### src/rtl/crem_uart_pkg.sv
`default_nettype none
// +----------------------------------------------------------------------+
// | Module      : crem_uart_pkg                                          |
// | Description : Shared definitions for the CREM FIFO-fed UART          |
// |               transmitter: FSM state encoding, parity-type           |
// |               constants and the parity helper.                       |
// | Revision    : 1.0 - initial release                                  |
// +----------------------------------------------------------------------+
package crem_uart_pkg;

    // Transmit frame sequencer states
    typedef enum logic [2:0] {
        ST_IDLE   = 3'd0,
        ST_START  = 3'd1,
        ST_DATA   = 3'd2,
        ST_PARITY = 3'd3,
        ST_STOP   = 3'd4
    } tx_state_e;

    // Parity-type selector values
    localparam logic PAR_EVEN = 1'b0;
    localparam logic PAR_ODD  = 1'b1;

    // Parity bit from the XOR-reduction of the data word and the parity type.
    // Even parity makes the total count of ones (data + parity) even.
    function automatic logic calc_parity(input logic data_xor, input logic typ);
        logic v_bit;
        unique case (typ)
            PAR_EVEN: v_bit = data_xor;
            PAR_ODD:  v_bit = ~data_xor;
        endcase
        return v_bit;
    endfunction

endpackage
`default_nettype wire

### src/rtl/uart_tx_bit_timer.sv
`default_nettype none
// +----------------------------------------------------------------------+
// | Module      : uart_tx_bit_timer                                      |
// | Description : Serial bit-period timer. Counts 0..CLKS_PER_BIT-1      |
// |               while run is high and pulses bit_done for one cycle    |
// |               at terminal count. Held at zero while run is low.      |
// | Revision    : 1.0 - initial release                                  |
// +----------------------------------------------------------------------+
module uart_tx_bit_timer #(
    parameter int CLKS_PER_BIT = 16
) (
    input  logic r_clk,
    input  logic r_rst,
    input  logic run,
    output logic bit_done
);

    // CLKS_PER_BIT >= 2, so the counter is always at least one bit wide
    localparam int                c_cnt_w = $clog2(CLKS_PER_BIT);
    localparam logic [c_cnt_w-1:0] c_term  = c_cnt_w'(CLKS_PER_BIT - 1);

    logic [c_cnt_w-1:0] r_cnt;
    logic               w_done;

    assign w_done   = run && (r_cnt == c_term);
    assign bit_done = w_done;

    // Period counter: clears when stopped or when a bit completes
    always_ff @(posedge r_clk) begin
        if (r_rst || !run || w_done) begin
            r_cnt <= '0;
        end else begin
            r_cnt <= r_cnt + c_cnt_w'(1);
        end
    end

endmodule
`default_nettype wire

### src/rtl/fifo_uart_tx.sv
`default_nettype none
// +----------------------------------------------------------------------+
// | Module      : fifo_uart_tx                                           |
// | Description : Read-side consumer of the CREM async FIFO. Pops one    |
// |               word per frame and serialises it as start, data (LSB   |
// |               first), optional parity and stop bits. Runs in the     |
// |               FIFO read clock domain.                                |
// | Revision    : 1.0 - initial release                                  |
// +----------------------------------------------------------------------+
module fifo_uart_tx
    import crem_uart_pkg::*;
#(
    parameter int DATA_WIDTH   = 8,
    parameter int CLKS_PER_BIT = 16
) (
    input  logic                  r_clk,
    input  logic                  r_rst,
    input  logic                  empty,
    input  logic [DATA_WIDTH-1:0] rd_data,
    input  logic                  par_en,
    input  logic                  par_typ,
    output logic                  r_inc,
    output logic                  tx_out,
    output logic                  busy
);

    localparam int                 c_idx_w    = (DATA_WIDTH > 1) ? $clog2(DATA_WIDTH) : 1;
    localparam logic [c_idx_w-1:0] c_last_idx = c_idx_w'(DATA_WIDTH - 1);

    // Registered state
    tx_state_e             r_state;
    logic [DATA_WIDTH-1:0] r_shift;
    logic [c_idx_w-1:0]    r_bit_idx;
    logic                  r_par_en;
    logic                  r_par_bit;
    logic                  r_pop;
    logic                  r_tx;
    logic                  r_busy;

    // Next-state values
    tx_state_e             w_state_nxt;
    logic [DATA_WIDTH-1:0] w_shift_nxt;
    logic [c_idx_w-1:0]    w_idx_nxt;
    logic                  w_par_en_nxt;
    logic                  w_par_bit_nxt;
    logic                  w_pop_nxt;
    logic                  w_tx_nxt;
    logic                  w_busy_nxt;
    logic                  w_frame_start;
    logic                  w_bit_done;
    logic                  w_timer_run;

    // The timer runs for every cycle the line carries a frame
    assign w_timer_run = (r_state != ST_IDLE);

    uart_tx_bit_timer #(
        .CLKS_PER_BIT (CLKS_PER_BIT)
    ) u_bit_timer (
        .r_clk    (r_clk),
        .r_rst    (r_rst),
        .run      (w_timer_run),
        .bit_done (w_bit_done)
    );

    // Next-state and output decode; frame start overrides the per-state result
    always_comb begin
        w_state_nxt   = r_state;
        w_shift_nxt   = r_shift;
        w_idx_nxt     = r_bit_idx;
        w_par_en_nxt  = r_par_en;
        w_par_bit_nxt = r_par_bit;
        w_pop_nxt     = 1'b0;
        w_tx_nxt      = r_tx;
        w_frame_start = 1'b0;

        case (r_state)
            ST_IDLE: begin
                w_tx_nxt = 1'b1;
                if (!empty) begin
                    w_frame_start = 1'b1;
                end
            end
            ST_START: begin
                if (w_bit_done) begin
                    // Present data bit 0; keep the remaining bits pre-shifted
                    w_state_nxt = ST_DATA;
                    w_idx_nxt   = '0;
                    w_tx_nxt    = r_shift[0];
                    w_shift_nxt = r_shift >> 1;
                end
            end
            ST_DATA: begin
                if (w_bit_done) begin
                    if (r_bit_idx == c_last_idx) begin
                        if (r_par_en) begin
                            w_state_nxt = ST_PARITY;
                            w_tx_nxt    = r_par_bit;
                        end else begin
                            w_state_nxt = ST_STOP;
                            w_tx_nxt    = 1'b1;
                        end
                    end else begin
                        w_idx_nxt   = r_bit_idx + c_idx_w'(1);
                        w_tx_nxt    = r_shift[0];
                        w_shift_nxt = r_shift >> 1;
                    end
                end
            end
            ST_PARITY: begin
                if (w_bit_done) begin
                    w_state_nxt = ST_STOP;
                    w_tx_nxt    = 1'b1;
                end
            end
            ST_STOP: begin
                if (w_bit_done) begin
                    // Empty is re-checked only here, long after the last pop,
                    // so lag in the FIFO's empty flag is harmless
                    if (!empty) begin
                        w_frame_start = 1'b1;
                    end else begin
                        w_state_nxt = ST_IDLE;
                        w_tx_nxt    = 1'b1;
                    end
                end
            end
            default: begin
                w_state_nxt = ST_IDLE;
                w_tx_nxt    = 1'b1;
            end
        endcase

        // Frame start: capture the head word and parity settings, pop once,
        // and drive the start bit on this same edge
        if (w_frame_start) begin
            w_state_nxt   = ST_START;
            w_shift_nxt   = rd_data;
            w_idx_nxt     = '0;
            w_par_en_nxt  = par_en;
            w_par_bit_nxt = calc_parity(^rd_data, par_typ);
            w_pop_nxt     = 1'b1;
            w_tx_nxt      = 1'b0;
        end

        w_busy_nxt = (w_state_nxt != ST_IDLE);
    end

    // State and output registers
    always_ff @(posedge r_clk) begin
        if (r_rst) begin
            r_state   <= ST_IDLE;
            r_shift   <= '0;
            r_bit_idx <= '0;
            r_par_en  <= 1'b0;
            r_par_bit <= 1'b0;
            r_pop     <= 1'b0;
            r_tx      <= 1'b1;
            r_busy    <= 1'b0;
        end else begin
            r_state   <= w_state_nxt;
            r_shift   <= w_shift_nxt;
            r_bit_idx <= w_idx_nxt;
            r_par_en  <= w_par_en_nxt;
            r_par_bit <= w_par_bit_nxt;
            r_pop     <= w_pop_nxt;
            r_tx      <= w_tx_nxt;
            r_busy    <= w_busy_nxt;
        end
    end

    assign r_inc  = r_pop;
    assign tx_out = r_tx;
    assign busy   = r_busy;

endmodule
`default_nettype wire

### config.mk
export PLATFORM = sky130hd
export DESIGN_NAME = fifo_uart_tx
export DESIGN_NICKNAME = d
export VERILOG_FILES = /design/src/rtl/crem_uart_pkg.sv /design/src/rtl/uart_tx_bit_timer.sv /design/src/rtl/fifo_uart_tx.sv
export SDC_FILE = /design/constraint.sdc
export NUM_CORES = 1
export LEC_CHECK = 0
export BUFFER_PORTS_ARGS = -buffer_cell sky130_fd_sc_hd__buf_2
export CELL_PAD_IN_SITES_DETAIL_PLACEMENT = 1
export CELL_PAD_IN_SITES_GLOBAL_PLACEMENT = 2
export CORE_ASPECT_RATIO = 0.75
export CORE_MARGIN = 2
export CORE_UTILIZATION = 36
export CTS_CLUSTER_DIAMETER = 150
export DETAILED_ROUTE_END_ITERATION = 8
export GPL_TIMING_DRIVEN = 0
export PLACE_DENSITY_LB_ADDON = 0.1
export SYNTH_ARGS = -nofsm -noshare
export SYNTH_HDL_FRONTEND = slang
export SYNTH_SLANG_ARGS = --single-unit
### constraint.sdc
create_clock -name r_clk -period 5.2 [get_ports r_clk]
set_input_delay 0.52 -clock r_clk [delete_from_list [all_inputs] [get_ports r_clk]]
set_output_delay 0.52 -clock r_clk [all_outputs]
set_load 0.005 [all_outputs]
==> run metrics <==
outcome finished clean; RSZ-0062 raised after global routing false; post-synth top area cell dfxtp_1; fraction of layout cells with a size suffix above 1 approximately 20%; Crit Path Class flip-flop to flip-flop; Slew headroom roughly three fifths; Worst Hold End u_bit_timer.r_cnt[0]; Post-route DRC 0; Rows 17; EDFF count, synth 0; post-synth cell types 40; r2r endpoint r_shift[1]; Max Slew Vio Count 0; CP most frequent cell ha_1; Root Buffer clkbuf_8; WHS Path Cells 1; critical path capture point type flip-flop; Hold Buf Count CTS 0; post_cts resized 0; Yosys warnings 0; initial cell density of the core between 30% and 40%; Required @ worst endpoint 5.36 ns; Slowest-stage cell, CP a211o_1; P per Cell Area about 270 nW/um^2; clock transition at the registers of the reported paths roughly 0.070 ns; ranking of synthesized cells by area dfxtp_1 (41%), a21oi_1 (6.7%), o221a_2 (5.0%); Synth Net Count 141; CTS tree done; r2r startpoint r_bit_idx[0]; Detail Route Antenna Nets 0; ANT cells 0; final setup fails 0; setup_tns 0 ns; worst hold start u_bit_timer.r_cnt[0]; critical-path cell list ha_1, ha_1, or3b_1, a211o_1, buf_2, o22a_1, o211a_1; die footprint about 3600 um^2; syn_area_per_cell 8.94 um^2; CP max stage delay roughly 0.38 ns; TritonCTS Buffers 3; startpoint types flip-flop; Longest Clk Path Bufs 2; top-count cell post-synth dfxtp_1; clock sinks 23; worst-skew pair later-pin latency around 0.26 ns; pre-CTS setup slack roughly 3 ns; initial antenna violation count 0; Area Overhead vs Synth 15.0%; largest net degree at the start of global routing 13; cells after synthesis between 100 and 150; FFs w/ async S/R, synth 0%; Worst-Margin Slew 0.607 ns; via/cell ratio around 5.2; most frequent cells after synthesis dfxtp_1 (23), a21oi_1 (15), nand2_1 (12), inv_1 (7), nor2_1 (7); DP Wirelength 2100 um; fmax about 0.47 GHz; IO Port Bufs 15; Critical Path AT 2.30 ns; worst setup margin approximately 3.1 ns; register area share after synthesis around two fifths; Post-Syn Area between 1000 and 1500 um^2; first-pass GRT wire length between 4000 and 5000 um; DR iter-0 viols 40; max cap viols 0; R2R Setup Slk 3.06 ns; Leakage approximately 0.54 nW; vias roughly 950; NumNets Final 161; Post-Route WL approximately 2700 um; worst vdd ir 140 uV; Critical Path Start r_bit_idx[0]; Final Critical Period ~2.1 ns; # Post-CTS Setup Buffers 0; Chip Height 52.2 um; crit path max fanout 10; vias in the first global route between 800 and 900; H-tree depth 1; register bit total from synthesis 23; top cell type's share of synthesized area roughly two fifths; Pre-antenna DRT Iters 4; top-level I/O count 16; Die Width roughly 68 um; grt ovf 0; Reg2Reg Depth 7; GPL Wtd Cong 0.753; Final Total Pwr around 0.35 mW; final-report hold violation count 0; area of the core a little under 3000 um^2; setup skew after layout just under 0.005 ns; final worst path period share between 40% and 50%; Synth Flop Type dfxtp_1; GRT Util Overall 17.2%; wire per inst between 10 and 15 um; Worst Hold Class flip-flop to flip-flop
## sequential cells by signal (all words and copies together), names as in the netlist
signal and flops:
tx_out 1, r_par_bit 1, r_shift 8, r_bit_idx 3, r_inc 1, busy 1, u_bit_timer.r_cnt 4, r_par_en 1
r_state 3
## cells by family (layout without fill, tap and decap cells)
| logic type | count (synthesis) | in the layout | synth area share [%] |
|---|---|---|---|
| XOR/XNOR | 8 | 8 | 7.50 |
| buffers and inverters | 13 | 32 | 5.49 |
| AO/OA/AOI/OAI | 36 | 36 | 23.2 |
| adder cells (fa/ha/maj) | 3 | 3 | 3.36 |
| flip-flops | 23 | 23 | 41.2 |
| AND/OR/NAND/NOR | 42 | 42 | 19.3 |
## cell type report
cell class | instances | area, um^2
plain buffers | 6 | 35.0
inverters | 7 | 26.3
well taps | 38 | 47.5
multi-input cells | 89 | 596
repair buffers | 15 | 75.1
fillers | 370 | 1670
flip-flops and latches | 23 | 460
clock buffers | 4 | 45.0
## how the worst max path moves through the flow
| stage | end |
|---|---|
| global route | r_shift[1] |
| detailed placement | r_shift[1] |
| CTS | r_shift[1] |
| floorplan | r_shift[1] |
| finish | r_shift[1] |
| global placement | r_shift[1] |
## power breakdown
group	internal, mW	switching [mW]	total [mW]
logic	0.0247	0.0259	0.0507
clock network	0.0546	0.0542	0.109
registers	0.186	0.00560	0.192
## metal layers
layer  vias to the layer above  wire length (um)  GRT usage (%)
met5                         -                 0              0
met1                       447              1320           23.1
met2                        12              1260           27.7
li1                        487                 -              -
met4                         0                10           3.00
met3                         2                98           5.16
## layout by cell type, fill, tap and decap left out, types with 2 or more instances in the layout
cell type  count
buf_2         16
xor2_1         2
ha_1           3
o22a_1         2
nand2_1       12
clkbuf_1       4
nor2_1         7
o21ai_0        2
clkbuf_8       3
xnor2_1        5
o211a_1        2
or3_1          2
nor3_1         4
nand3_1        5
o221a_2        5
or3b_1         2
a21oi_1       15
or2_2          2
inv_1          7
dfxtp_1       23
## worst max-delay path, delay by kind of cell (launching register included)
family / cells / cell delay (ns)
buf+inv: 1 / 0.22
simple gates: 1 / 0.37
compound gates: 3 / 0.70
flops: 1 / 0.33
fa+ha+maj: 2 / 0.40
## per-stage QoR
stage / instance area (um^2) / std cells / utilization (%) / hold WS (ns)
2_1_floorplan: 1120 / 125 / - / 0.418
3_3_place_gp: 1240 / 178 / 41.9 / 0.428
3_5_place_dp: 1240 / 178 / 41.9 / 0.450
4_1_cts: 1280 / 182 / 43.5 / 0.466
5_1_grt: 1280 / 182 / 43.5 / 0.495
6_report: 1280 / 182 / 43.5 / 0.458
Note: power is estimated with default switching activity, not from simulation.
